### config.mk
export PLATFORM = sky130hd
export DESIGN_NAME = toy_btb_update_writer
export DESIGN_NICKNAME = d
export VERILOG_FILES = /design/src/rtl/toy_btb_pkg.sv /design/src/rtl/toy_btb_upd_fifo.sv /design/src/rtl/toy_btb_update_writer.sv
export SDC_FILE = /design/constraint.sdc
export NUM_CORES = 1
export LEC_CHECK = 0
export ABC_AREA = 1
export BUFFER_PORTS_ARGS = -buffer_cell sky130_fd_sc_hd__buf_2
export CORE_MARGIN = 2
export CORE_UTILIZATION = 30
export DETAILED_ROUTE_END_ITERATION = 7
export GPL_TIMING_DRIVEN = 0
export SLEW_MARGIN = 30
export SYNTH_ARGS = -nofsm -noshare
export SYNTH_HDL_FRONTEND = slang
export SYNTH_HIERARCHICAL = 1
export SYNTH_SLANG_ARGS = --single-unit
export TNS_END_PERCENT = 20
### constraint.sdc
create_clock -name clk -period 5.24 [get_ports clk]
set_input_delay 1.31 -clock clk [delete_from_list [all_inputs] [get_ports clk]]
set_output_delay 1.31 -clock clk [all_outputs]
set_load 0.005 [all_outputs]
### src/rtl/toy_btb_pkg.sv
// Shared types and helpers for the BTB update write path.
package toy_btb_pkg;

    localparam int unsigned BTB_ADDR_W  = 32;
    localparam int unsigned BTB_DATA_W  = 32;
    localparam int unsigned BTB_INDEX_W = 10;

    typedef struct packed {
        logic [BTB_INDEX_W-1:0] idx;
        logic [BTB_DATA_W-1:0]  data;
    } btb_upd_t;

    typedef enum logic [1:0] {
        IDLE  = 2'd0,
        PEND  = 2'd1,
        FORCE = 2'd2
    } btb_wr_state_e;

    // BTB index is the word-aligned PC truncated to the index width.
    function automatic logic [BTB_INDEX_W-1:0] btb_index(input logic [BTB_ADDR_W-1:0] pc);
        return BTB_INDEX_W'(pc >> 2);
    endfunction

endpackage

### src/rtl/toy_btb_upd_fifo.sv
// Coalescing update FIFO: at most one pending entry per BTB index, CAM lookup for bypass.
module toy_btb_upd_fifo #(
    parameter int unsigned INDEX_WIDTH = 10,
    parameter int unsigned DATA_WIDTH  = 32,
    parameter int unsigned DEPTH       = 4
) (
    input  logic                     clk,
    input  logic                     rst,
    input  logic                     flush,
    input  logic                     enq,
    input  logic [INDEX_WIDTH-1:0]   enq_idx,
    input  logic [DATA_WIDTH-1:0]    enq_data,
    input  logic                     deq,
    input  logic [INDEX_WIDTH-1:0]   lkp_idx,
    output logic                     full,
    output logic                     empty,
    output logic [$clog2(DEPTH):0]   count,
    output logic [$clog2(DEPTH):0]   cnt_nxt,
    output logic [INDEX_WIDTH-1:0]   head_idx,
    output logic [DATA_WIDTH-1:0]    head_data,
    output logic                     byp_hit,
    output logic [DATA_WIDTH-1:0]    byp_data
);

    localparam int unsigned PTR_W = $clog2(DEPTH);
    localparam int unsigned CNT_W = PTR_W + 1;

    logic [DEPTH-1:0]       vld_q;
    logic [INDEX_WIDTH-1:0] idx_q  [DEPTH];
    logic [DATA_WIDTH-1:0]  data_q [DEPTH];
    logic [PTR_W-1:0]       head_q;
    logic [PTR_W-1:0]       tail_q;
    logic [CNT_W-1:0]       cnt_q;

    logic [DEPTH-1:0]       upd_hit;
    logic [DEPTH-1:0]       lkp_hit;
    logic                   append;

    // Match vectors; a head that leaves this cycle cannot absorb a same-index update.
    always_comb begin
        upd_hit  = '0;
        lkp_hit  = '0;
        byp_data = '0;
        for (int i = 0; i < DEPTH; i++) begin
            upd_hit[i] = vld_q[i] && (idx_q[i] == enq_idx) && !(deq && (head_q == PTR_W'(i)));
            lkp_hit[i] = vld_q[i] && (idx_q[i] == lkp_idx);
            if (lkp_hit[i]) begin
                byp_data = byp_data | data_q[i];
            end
        end
    end

    assign append    = enq && !(|upd_hit);
    assign byp_hit   = |lkp_hit;
    assign full      = (cnt_q == CNT_W'(DEPTH));
    assign empty     = (cnt_q == '0);
    assign count     = cnt_q;
    assign head_idx  = idx_q[head_q];
    assign head_data = data_q[head_q];
    assign cnt_nxt   = flush ? '0 : (cnt_q + CNT_W'(append) - CNT_W'(deq));

    always_ff @(posedge clk or posedge rst) begin
        if (rst) begin
            vld_q  <= '0;
            head_q <= '0;
            tail_q <= '0;
            cnt_q  <= '0;
        end else if (flush) begin
            vld_q  <= '0;
            head_q <= '0;
            tail_q <= '0;
            cnt_q  <= '0;
        end else begin
            if (deq) begin
                vld_q[head_q] <= 1'b0;
                head_q        <= head_q + PTR_W'(1);
            end
            if (append) begin
                vld_q[tail_q] <= 1'b1;
                tail_q        <= tail_q + PTR_W'(1);
            end
            cnt_q <= cnt_nxt;
        end
    end

    // Payload storage; validity is tracked separately so no reset is needed here.
    always_ff @(posedge clk) begin
        if (enq && !flush) begin
            for (int i = 0; i < DEPTH; i++) begin
                if (upd_hit[i]) begin
                    data_q[i] <= enq_data;
                end
            end
            if (append) begin
                idx_q[tail_q]  <= enq_idx;
                data_q[tail_q] <= enq_data;
            end
        end
    end

endmodule

### src/rtl/toy_btb_update_writer.sv
// BTB write-side arbiter: queues backend updates and drains them through the shared memory port.
module toy_btb_update_writer
    import toy_btb_pkg::*;
#(
    parameter int unsigned ADDR_WIDTH   = 32,
    parameter int unsigned DATA_WIDTH   = 32,
    parameter int unsigned INDEX_WIDTH  = 10,
    parameter int unsigned DEPTH        = 4,
    parameter int unsigned STARVE_LIMIT = 8
) (
    input  logic                     clk,
    input  logic                     rst,
    input  logic                     upd_vld,
    output logic                     upd_rdy,
    input  logic [ADDR_WIDTH-1:0]    upd_pc,
    input  logic [DATA_WIDTH-1:0]    upd_data,
    input  logic                     flush,
    input  logic                     lkp_vld,
    input  logic [ADDR_WIDTH-1:0]    lkp_pc,
    output logic                     lkp_stall,
    output logic                     byp_hit,
    output logic [DATA_WIDTH-1:0]    byp_data,
    output logic                     mem_en,
    output logic [ADDR_WIDTH-1:0]    mem_addr,
    output logic [DATA_WIDTH-1:0]    mem_wr_data,
    output logic                     mem_wr_en,
    output logic [$clog2(DEPTH):0]   pend_cnt
);

    localparam int unsigned CNT_W    = $clog2(DEPTH) + 1;
    localparam int unsigned STARVE_W = $clog2(STARVE_LIMIT + 1);

    btb_wr_state_e          state_q, state_d;
    logic [STARVE_W-1:0]    starve_q, starve_d;

    logic [INDEX_WIDTH-1:0] upd_idx;
    logic [INDEX_WIDTH-1:0] lkp_idx;
    logic                   enq;
    logic                   wr;
    logic                   blocked;
    logic                   fifo_full;
    logic                   fifo_empty;
    logic [CNT_W-1:0]       cnt_nxt;
    logic [INDEX_WIDTH-1:0] head_idx;
    logic [DATA_WIDTH-1:0]  head_data;
    logic                   unused_pc_bits;

    assign upd_idx        = upd_pc[INDEX_WIDTH+1:2];
    assign lkp_idx        = lkp_pc[INDEX_WIDTH+1:2];
    assign unused_pc_bits = ^{upd_pc[ADDR_WIDTH-1:INDEX_WIDTH+2], upd_pc[1:0],
                              lkp_pc[ADDR_WIDTH-1:INDEX_WIDTH+2], lkp_pc[1:0]};

    assign upd_rdy = !fifo_full;
    assign enq     = upd_vld && upd_rdy;
    assign wr      = mem_wr_en;

    toy_btb_upd_fifo #(
        .INDEX_WIDTH (INDEX_WIDTH),
        .DATA_WIDTH  (DATA_WIDTH),
        .DEPTH       (DEPTH)
    ) u_fifo (
        .clk       (clk),
        .rst       (rst),
        .flush     (flush),
        .enq       (enq),
        .enq_idx   (upd_idx),
        .enq_data  (upd_data),
        .deq       (wr),
        .lkp_idx   (lkp_idx),
        .full      (fifo_full),
        .empty     (fifo_empty),
        .count     (pend_cnt),
        .cnt_nxt   (cnt_nxt),
        .head_idx  (head_idx),
        .head_data (head_data),
        .byp_hit   (byp_hit),
        .byp_data  (byp_data)
    );

    // Memory port mux: forced write, then lookup, then opportunistic drain.
    always_comb begin
        mem_en      = 1'b0;
        mem_wr_en   = 1'b0;
        mem_addr    = '0;
        mem_wr_data = '0;
        lkp_stall   = 1'b0;
        if (!rst) begin
            if ((state_q == FORCE) && !fifo_empty) begin
                mem_en      = 1'b1;
                mem_wr_en   = 1'b1;
                mem_addr    = ADDR_WIDTH'(head_idx);
                mem_wr_data = head_data;
                lkp_stall   = lkp_vld;
            end else if (lkp_vld) begin
                mem_en   = 1'b1;
                mem_addr = ADDR_WIDTH'(lkp_idx);
            end else if (!fifo_empty) begin
                mem_en      = 1'b1;
                mem_wr_en   = 1'b1;
                mem_addr    = ADDR_WIDTH'(head_idx);
                mem_wr_data = head_data;
            end
        end
    end

    assign blocked = (state_q == PEND) && lkp_vld;

    // Next state and starvation counter.
    always_comb begin
        state_d  = state_q;
        starve_d = starve_q;
        unique case (state_q)
            IDLE: begin
                if (cnt_nxt != '0) state_d = PEND;
            end
            PEND: begin
                if (cnt_nxt == '0) begin
                    state_d = IDLE;
                end else if (blocked && (starve_q == STARVE_W'(STARVE_LIMIT - 1))) begin
                    state_d = FORCE;
                end
            end
            FORCE: begin
                state_d = (cnt_nxt == '0) ? IDLE : PEND;
            end
            default: state_d = IDLE;
        endcase

        if ((state_q != PEND) || wr) begin
            starve_d = '0;
        end else if (blocked) begin
            starve_d = (starve_q == STARVE_W'(STARVE_LIMIT - 1)) ? '0 : starve_q + STARVE_W'(1);
        end

        if (flush) begin
            state_d  = IDLE;
            starve_d = '0;
        end
    end

    always_ff @(posedge clk or posedge rst) begin
        if (rst) begin
            state_q  <= IDLE;
            starve_q <= '0;
        end else begin
            state_q  <= state_d;
            starve_q <= starve_d;
        end
    end

endmodule

==> results of run 1 <==
routing by layer:
layer / vias up / GRT usage / part of all wire
met5: - / 0 / 0.00035
met2: 660 / 0.317 / 0.45
li1: 4241 / - / -
met4: 2 / 0.0859 / 0.031
met3: 91 / 0.0371 / 0.098
met1: 4486 / 0.275 / 0.42
registers in the layout, indices dropped and copies added, names as in the netlist:
signal / flops
starve_q: 4
state_q: 2
u_fifo/count: 3
u_fifo/data_q: 128
u_fifo/head_q: 2
u_fifo/idx_q: 40
u_fifo/tail_q: 2
u_fifo/vld_q: 4
power groups by stage:
stage	combinational [µW]	clock [µW]	sequential (µW)
after detailed placement	972	0	1830
final	993	1340	1800
after global placement	928	0	1830
after CTS	976	1350	1800
after global routing	1070	1410	1810
after floorplan	559	0	1810
per-stage QoR:
| stage | std cells | total power (µW) |
|---|---|---|
| 2_1_floorplan | 1155 | 2370 |
| 3_3_place_gp | 1740 | 2760 |
| 3_5_place_dp | 1746 | 2800 |
| 4_1_cts | 1778 | 4120 |
| 5_1_grt | 1778 | 4290 |
| 6_report | 1779 | 4140 |
layout make-up:
class,instances,area [µm²],area share
Sequential cell,185,5470,0.442
Multi-Input combinational cell,777,4000,0.323
Timing Repair Buffer,143,831,0.0672
Tap cell,448,561,0.0453
Buffer,90,503,0.0407
Clock buffer,17,425,0.0344
Inverter,103,387,0.0313
Clock inverter,15,190,0.0154
Antenna cell,1,2.50,0.000202
worst max-delay path by stage:
stage	start	endpoint	slack (ps)	depth (start not counted)
floorplan	lkp_vld	u_fifo/data_q[1][0]$_DFFE_PP_	720	14
global placement	rst	u_fifo/data_q[1][5]$_DFFE_PP_	-1240	14
detailed placement	lkp_vld	state_q[1]$_DFFE_PP0P_	120	23
CTS	lkp_vld	state_q[1]$_DFFE_PP0P_	580	23
global route	rst	state_q[1]$_DFFE_PP0P_	280	23
finish	lkp_vld	state_q[1]$_DFFE_PP0P_	560	23
worst min-delay path: cells and delay by family, from the launching register on:
family           cells  cell delay (ps)
flip-flops           1              430
AND/OR/NAND/NOR      2              130
layout by cell type, fill, tap and decap left out, types with 4 or more instances in the layout:
master,synthesis,layout
sky130_fd_sc_hd__nand3_1,157,157
sky130_fd_sc_hd__clkbuf_1,28,28
sky130_fd_sc_hd__nor2_2,4,8
sky130_fd_sc_hd__nand4_1,44,44
sky130_fd_sc_hd__inv_2,7,7
sky130_fd_sc_hd__buf_4,26,26
sky130_fd_sc_hd__o21ai_0,81,81
sky130_fd_sc_hd__dfrtp_1,17,17
sky130_fd_sc_hd__o22ai_1,44,43
sky130_fd_sc_hd__nand2_1,154,152
sky130_fd_sc_hd__inv_1,96,96
sky130_fd_sc_hd__buf_6,4,4
sky130_fd_sc_hd__xor2_1,11,11
sky130_fd_sc_hd__buf_2,22,159
sky130_fd_sc_hd__clkbuf_16,0,17
sky130_fd_sc_hd__buf_16,0,4
sky130_fd_sc_hd__o21ai_1,4,4
sky130_fd_sc_hd__ha_1,11,11
sky130_fd_sc_hd__nor2_1,155,150
sky130_fd_sc_hd__edfxtp_1,168,168
sky130_fd_sc_hd__a21oi_1,29,29
sky130_fd_sc_hd__clkbuf_2,8,8
sky130_fd_sc_hd__conb_1,1,22
sky130_fd_sc_hd__xnor2_1,37,37
logic make-up (layout without fill, tap and decap cells):
group | after synthesis | in the layout | share of synthesized area
fa+ha+maj | 12 | 12 | 0.0154
other cells | 1 | 23 | 0.000366
compound gates | 167 | 167 | 0.0910
xor+xnor | 48 | 48 | 0.0410
buf+inv | 193 | 368 | 0.0868
simple gates | 528 | 528 | 0.232
flops | 185 | 185 | 0.534
==> results.py, run 1 <==
metrics = {
    "cts": {
        "worstSkewPairLatency_ps": 450,
        "clock_path_buffers": 2,
        "cts_setup_buffers": 0,
        "post_cts.resized_instances": 0,
        "master_cell_of_the_clock_root_buffer": "sky130_fd_sc_hd__clkbuf_16",
        "clkSinkCount": 185,
        "tritoncts": "done",
        "clock_tree.htree_level_count": 4,
        "clk_transition_reported_paths_ps": 70,
        "cts-buffers-inserted": 17,
        "cts-hold-fix-buffers": 0,
    },
    "floorplanning": {
        "num_rows": 67,
        "boundaryPins": 205,
        "die-area_um2": 35600,
        "floorplan.core_area_um2": 33600,
        "dieHeight_um": 189,
        "floorplan.die.width_um": 189,
        "start_util": 0.305,
    },
    "setup_path": {
        "reg_to_reg_critical_path_endpoint": "state_q[1]$_DFFE_PP0P_",
        "cp_max_delay_cell": "sky130_fd_sc_hd__or3_1",
        "cpMostUsedCell": "sky130_fd_sc_hd__inv_1",
        "timing.critical_path.to_type": "flip-flop",
        "cp_max_fo": 12,
        "worstRegToRegCells": 21,
        "rr_startpoint": "u_fifo/head_q[1]$_DFFE_PP0P_",
        "timing.critical_path.required_ps": 5570,
        "cp.arrival_ps": 5020,
        "criticalPathCategory": "primary input to flip-flop",
        "path_delay_family": "simple AND/OR/NAND/NOR gates",
        "max_stage_delay_ps": 440,
        "crit_chain": "buf_4, o21ai_2, nand2_2, inv_2, buf_6, clkbuf_2, a21boi_0, nand2_1, a21oi_1, nand3_1, nand2_1, nor2_4, inv_1, ha_1, inv_1, ha_1, inv_1, fa_1, xor2_1, nor2_1, or3_1, nand3b_1, inv_1",
        "rrSetupSlack_ps": 570,
        "buf_inv_on_cp": 8,
        "cp-start-kind": "primary input",
    },
    "grt": {
        "grt_antenna_before_repair": 3,
        "grt_pass1_vias": 8821,
        "gr-total-overflow": 0,
        "globalRouteTotalUtil": 0.203,
        "grt_pass1_wl_mm": 53.7,
        "largest_net_degree_at_the_start_of_global_routing": 21,
    },
    "cells_and_area": {
        "post-route-cell-area_um2": 12400,
        "finalCoreUtilization": 0.368,
        "fillers": 3374,
        "final_net_count": 1430,
        "area_growth_syn_to_layout_pct": 20.7,
        "layout_cells_sized_above_1": 0.198,
    },
    "routing": {
        "drt_iter0_markers": 1211,
        "number_of_vias_in_the_routed_layout": 9480,
        "detail_route.first_pass.iterations": 6,
        "detail_route.wl_per_cell_um": 20.7,
        "totalWireLength_mm": 36.8,
        "antenna_violating_nets_post_route": 0,
        "post-route-drc-count": 0,
        "post_drt_via_cell_ratio": 5.33,
    },
    "yosys": {
        "syn-cell-area_um2": 10200,
        "synth-main-ff-cell": "sky130_fd_sc_hd__edfxtp_1",
        "synthDominantAreaCellType": "sky130_fd_sc_hd__edfxtp_1",
        "cell_count_after_synthesis": 1134,
        "synthDominantCellAreaShare": 0.492,
        "synth-seq-cells": 185,
        "leading_cell_types_by_count_after_synthesis": "sky130_fd_sc_hd__edfxtp_1 (168), sky130_fd_sc_hd__nand3_1 (157), sky130_fd_sc_hd__nor2_1 (155)",
        "synth-async-reset-ratio": 0.0919,
        "yosysWarnings": 6,
        "synth_edf_count": 168,
        "ys_seq_area_frac": 0.534,
        "ys_top_cells_by_area": "sky130_fd_sc_hd__edfxtp_1 (49%), sky130_fd_sc_hd__nand3_1 (7.7%), sky130_fd_sc_hd__nor2_1 (5.7%), sky130_fd_sc_hd__nand2_1 (5.6%), sky130_fd_sc_hd__dfrtp_1 (4.2%)",
        "syn_area_per_cell_um2": 9.04,
        "post_synth_num_cell_types": 40,
        "yosysMostFrequentCell": "sky130_fd_sc_hd__edfxtp_1",
    },
    "sta": {
        "setup_slack_ps": 558,
        "fin_setup_tns_ps": 0,
        "final.period_utilization": 0.894,
        "slew_headroom": 0.429,
        "timing.final.max_slew_violations": 0,
        "fmax_mhz": 214,
        "max_slew.worst_pin.slew_ps": 856,
        "grt_setup_unrepaired": "no",
        "min_period_ps": 4680,
        "timing.final.hold_violations": 0,
        "final.setup_skew_ps": 11.1,
        "finalSetupViolations": 0,
        "final.hold.worst_slack_ps": 597,
    },
    "min_path": {
        "min_path_cells": 2,
        "worstHoldEndpoint": "u_fifo/tail_q[0]$_DFFE_PP0P_",
        "worstHoldPathType": "flip-flop to flip-flop",
        "hp-start": "u_fifo/tail_q[0]$_DFFE_PP0P_",
    },
    "place": {
        "io_buffer_count": 137,
        "hpwlAfterDp_mm": 26.0,
        "routabilityCongestion": 0.909,
        "dpl_cell_area_um2": 11800,
        "dpl_worst_slack_ps": 122,
    },
    "power_and_ir_drop": {
        "switching_share": 0.333,
        "static-leakage-power_uw": 0.00515,
        "internal-power_uw": 2760,
        "sequentialPowerShare": 0.435,
        "net-switching-power_uw": 1380,
        "power.density_nw_per_um2": 334,
        "p_comb_frac": 0.240,
        "clock_power_share": 0.325,
        "power.ir.vdd_worst_mv": 0.260,
    },
    "run": {
        "cap_violations": 0,
    },
    "outcome": {
        "run_status": "complete, no violations",
    },
}
No activity file was read; power rests on OpenSTA's default activity.
==> inputs of run 2 (changes only) <==
--- a/config.mk
+++ b/config.mk
@@ -10,10 +10,9 @@
 export CORE_MARGIN = 2
 export CORE_UTILIZATION = 30
 export DETAILED_ROUTE_END_ITERATION = 7
+export GPL_ROUTABILITY_DRIVEN = 0
 export GPL_TIMING_DRIVEN = 0
-export SLEW_MARGIN = 30
 export SYNTH_ARGS = -nofsm -noshare
 export SYNTH_HDL_FRONTEND = slang
-export SYNTH_HIERARCHICAL = 1
 export SYNTH_SLANG_ARGS = --single-unit
 export TNS_END_PERCENT = 20
==> run 2 against run 1 <==
Area after synthesis down 1.8%. Via count down 3.0%. Count of clock-buffer cells in the layout unchanged. Sequential share of layout area up 0.84 points. Final area down 1.9%. Core utilization down 0.32 points. Final cell count down 1.2%. Fmax down 1.2%. Critical endpoint is now mem_addr[7]. Largest cell class unchanged.
==> results.py, run 2 <==
metrics = {
    "outcome": {
        "run_status": "complete, no violations",
    },
    "power_and_ir_drop": {
        "static-leakage-power_uw": 0.00498,
        "power.density_nw_per_um2": 331,
        "power.ir.vdd_worst_mv": 0.217,
    },
    "sta": {
        "min_period_ps": 4740,
        "finalSetupViolations": 0,
        "grt_setup_unrepaired": "no",
        "fin_setup_tns_ps": 0,
        "fmax_mhz": 211,
        "timing.final.hold_violations": 0,
        "final.period_utilization": 0.905,
        "max_slew.worst_pin.slew_ps": 1250,
        "slew_headroom": 0.162,
        "timing.final.max_slew_violations": 0,
        "setup_slack_ps": 500,
        "final.setup_skew_ps": 23.9,
    },
    "yosys": {
        "yosysWarnings": 0,
        "synth-main-ff-cell": "sky130_fd_sc_hd__edfxtp_1",
        "synthDominantCellAreaShare": 0.501,
        "yosysMostFrequentCell": "sky130_fd_sc_hd__nor2_1",
        "syn_area_per_cell_um2": 9.07,
        "ys_top_cells_by_area": "sky130_fd_sc_hd__edfxtp_1 (50%), sky130_fd_sc_hd__nand3_1 (7.7%), sky130_fd_sc_hd__nor2_1 (6.7%), sky130_fd_sc_hd__nand2_1 (4.8%), sky130_fd_sc_hd__o21ai_0 (4.7%)",
        "syn-cell-area_um2": 10100,
        "leading_cell_types_by_count_after_synthesis": "sky130_fd_sc_hd__nor2_1 (179), sky130_fd_sc_hd__edfxtp_1 (168), sky130_fd_sc_hd__nand3_1 (154)",
        "cell_count_after_synthesis": 1110,
        "ys_seq_area_frac": 0.544,
        "synth_edf_count": 168,
        "synthDominantAreaCellType": "sky130_fd_sc_hd__edfxtp_1",
        "synth-async-reset-ratio": 0.0919,
        "synth-seq-cells": 185,
        "post_synth_num_cell_types": 46,
    },
    "place": {
        "hpwlAfterDp_mm": 24.7,
        "dpl_worst_slack_ps": 466,
        "io_buffer_count": 138,
    },
    "setup_path": {
        "cp.arrival_ps": 3430,
        "timing.critical_path.required_ps": 3930,
        "max_stage_delay_ps": 590,
        "cp_max_delay_cell": "sky130_fd_sc_hd__inv_1",
        "crit_chain": "buf_2, inv_1, nand3_4, inv_2, clkbuf_1, nand3_1, o31ai_1, buf_2",
        "criticalPathCategory": "primary input to output port",
        "crit_path_start": "rst",
        "cpMostUsedCell": "sky130_fd_sc_hd__buf_2",
        "cp-start-kind": "primary input",
        "timing.critical_path.to_type": "output port",
        "cp_max_fo": 20,
        "rr_startpoint": "u_fifo.head_q[1]$_DFFE_PP0P_",
    },
    "floorplanning": {
        "dieHeight_um": 187,
        "floorplan.die.width_um": 187,
        "num_rows": 67,
        "floorplan.core_area_um2": 33300,
        "boundaryPins": 205,
        "die-area_um2": 35000,
        "start_util": 0.302,
    },
    "cells_and_area": {
        "area_growth_syn_to_layout_pct": 20.6,
        "largest_register_ffs": 128,
        "layout.cells.most_common": "sky130_fd_sc_hd__nor2_1",
        "finalCoreUtilization": 0.365,
        "final_net_count": 1405,
        "biggest_registers_after_layout": "u_fifo.data_q (128), u_fifo.idx_q (40)",
        "mostFrequentLayoutCells": "sky130_fd_sc_hd__nor2_1 (178), sky130_fd_sc_hd__edfxtp_1 (168), sky130_fd_sc_hd__buf_2 (167)",
        "fillers": 3406,
        "top_reg_by_flops": "u_fifo.data_q",
        "layout_cells_sized_above_1": 0.198,
    },
    "run": {
        "cap_violations": 0,
    },
    "grt": {
        "grt_pass1_wl_mm": 52.3,
        "grt_pass1_vias": 8638,
        "largest_net_degree_at_the_start_of_global_routing": 25,
        "grt_antenna_before_repair": 5,
        "globalRouteTotalUtil": 0.197,
        "gr-total-overflow": 0,
    },
    "routing": {
        "detail_route.wl_per_cell_um": 19.7,
        "antenna_violating_nets_post_route": 0,
        "post-route-drc-count": 0,
        "route.top_layer_used": "met5",
        "detail_route.first_pass.iterations": 6,
        "drt-met1-wl_mm": 14.1,
        "drt_iter0_markers": 1329,
        "detailroute.wirelength.met3_mm": 3.95,
        "post_drt_via_cell_ratio": 5.23,
        "totalWireLength_mm": 34.6,
        "number_of_vias_in_the_routed_layout": 9194,
        "routed-wl-met2_mm": 15.6,
    },
    "cts": {
        "clkSinkCount": 185,
        "post_cts.resized_instances": 0,
        "clk_transition_reported_paths_ps": 70,
        "clock_path_buffers": 2,
        "cts_setup_buffers": 0,
        "tritoncts": "done",
        "worstSkewPairLatency_ps": 450,
        "cts-buffers-inserted": 17,
        "master_cell_of_the_clock_root_buffer": "sky130_fd_sc_hd__clkbuf_16",
        "clock_tree.htree_level_count": 4,
        "cts-hold-fix-buffers": 0,
    },
    "min_path": {
        "hp-start": "state_q[1]$_DFFE_PP0P_",
        "worstHoldPathType": "flip-flop to flip-flop",
    },
}
run 2: changes by cell type in the layout (fill, tap and decap cells not counted), sizes merged, moves of 5 or more:
cell    delta
nand2     -20
nor2      +25
o22ai     -27
o31ai      +8
a21oi     +37
clkbuf    -13
xor2       -5
o21ai     +11
xnor2     -26
inv       -15
run 2: worst max-delay path, delay by kind of cell:
family          cells  cell delay [ps]
buf+inv             5             1560
simple gates        2              370
compound gates      1              170
run 2: final timing paths:
path	to	slack (ps)	cells after the start
worst max-delay path	mem_addr[7]	500	8
worst min-delay path	state_q[1]$_DFFE_PP0P_	480	1
worst max register to register	state_q[0]$_DFFE_PP0P_	1280	20
worst min register to register	state_q[1]$_DFFE_PP0P_	480	1
max in group asynchronous	u_fifo.head_q[1]$_DFFE_PP0P_	3680	2
min in group asynchronous	u_fifo.count[0]$_DFF_PP0_	1050	2
run 2: power breakdown:
group / leakage (µW) / internal, µW / switching, µW
combinational: 0.00292 / 262 / 613
clock: 0.000300 / 657 / 675
sequential: 0.00176 / 1740 / 68.5
total: 0.00498 / 2660 / 1360
run 2: cells by family after synthesis:
family	synth area share
flip-flops	0.544
other	0.000373
XOR/XNOR	0.0148
AO/OA/AOI/OAI	0.116
adder cells (fa/ha/maj)	0.0157
AND/OR/NAND/NOR	0.235
buffers and inverters	0.0746
run 2: metrics by stage:
step | instances | power [µW] | area, µm² | hold WS (ps)
after global routing | 1756 | 4190 | 12100 | 515
after CTS | 1753 | 4020 | 12100 | 484
final | 1757 | 4020 | 12100 | 479
after global placement | 1717 | 2680 | 11400 | 448
after detailed placement | 1721 | 2710 | 11500 | 478
after floorplan | 1131 | 2330 | 10100 | 433
run 2: area by class of cell:
type,count,area [µm²],share of cell area
Antenna cell,4,10.0,0.000824
Clock buffer,17,425,0.0350
Clock inverter,15,194,0.0160
Timing Repair Buffer,142,771,0.0635
Tap cell,448,561,0.0462
Sequential cell,185,5470,0.451
Multi-Input combinational cell,778,3960,0.326
Inverter,87,327,0.0269
Buffer,81,424,0.0349
run 2: routing by layer:
metal  up-vias  global-route usage
met3        70              0.0490
met2       618               0.302
met1      4292               0.268
met5         -                   0
met4         2              0.0745
li1       4212                   -
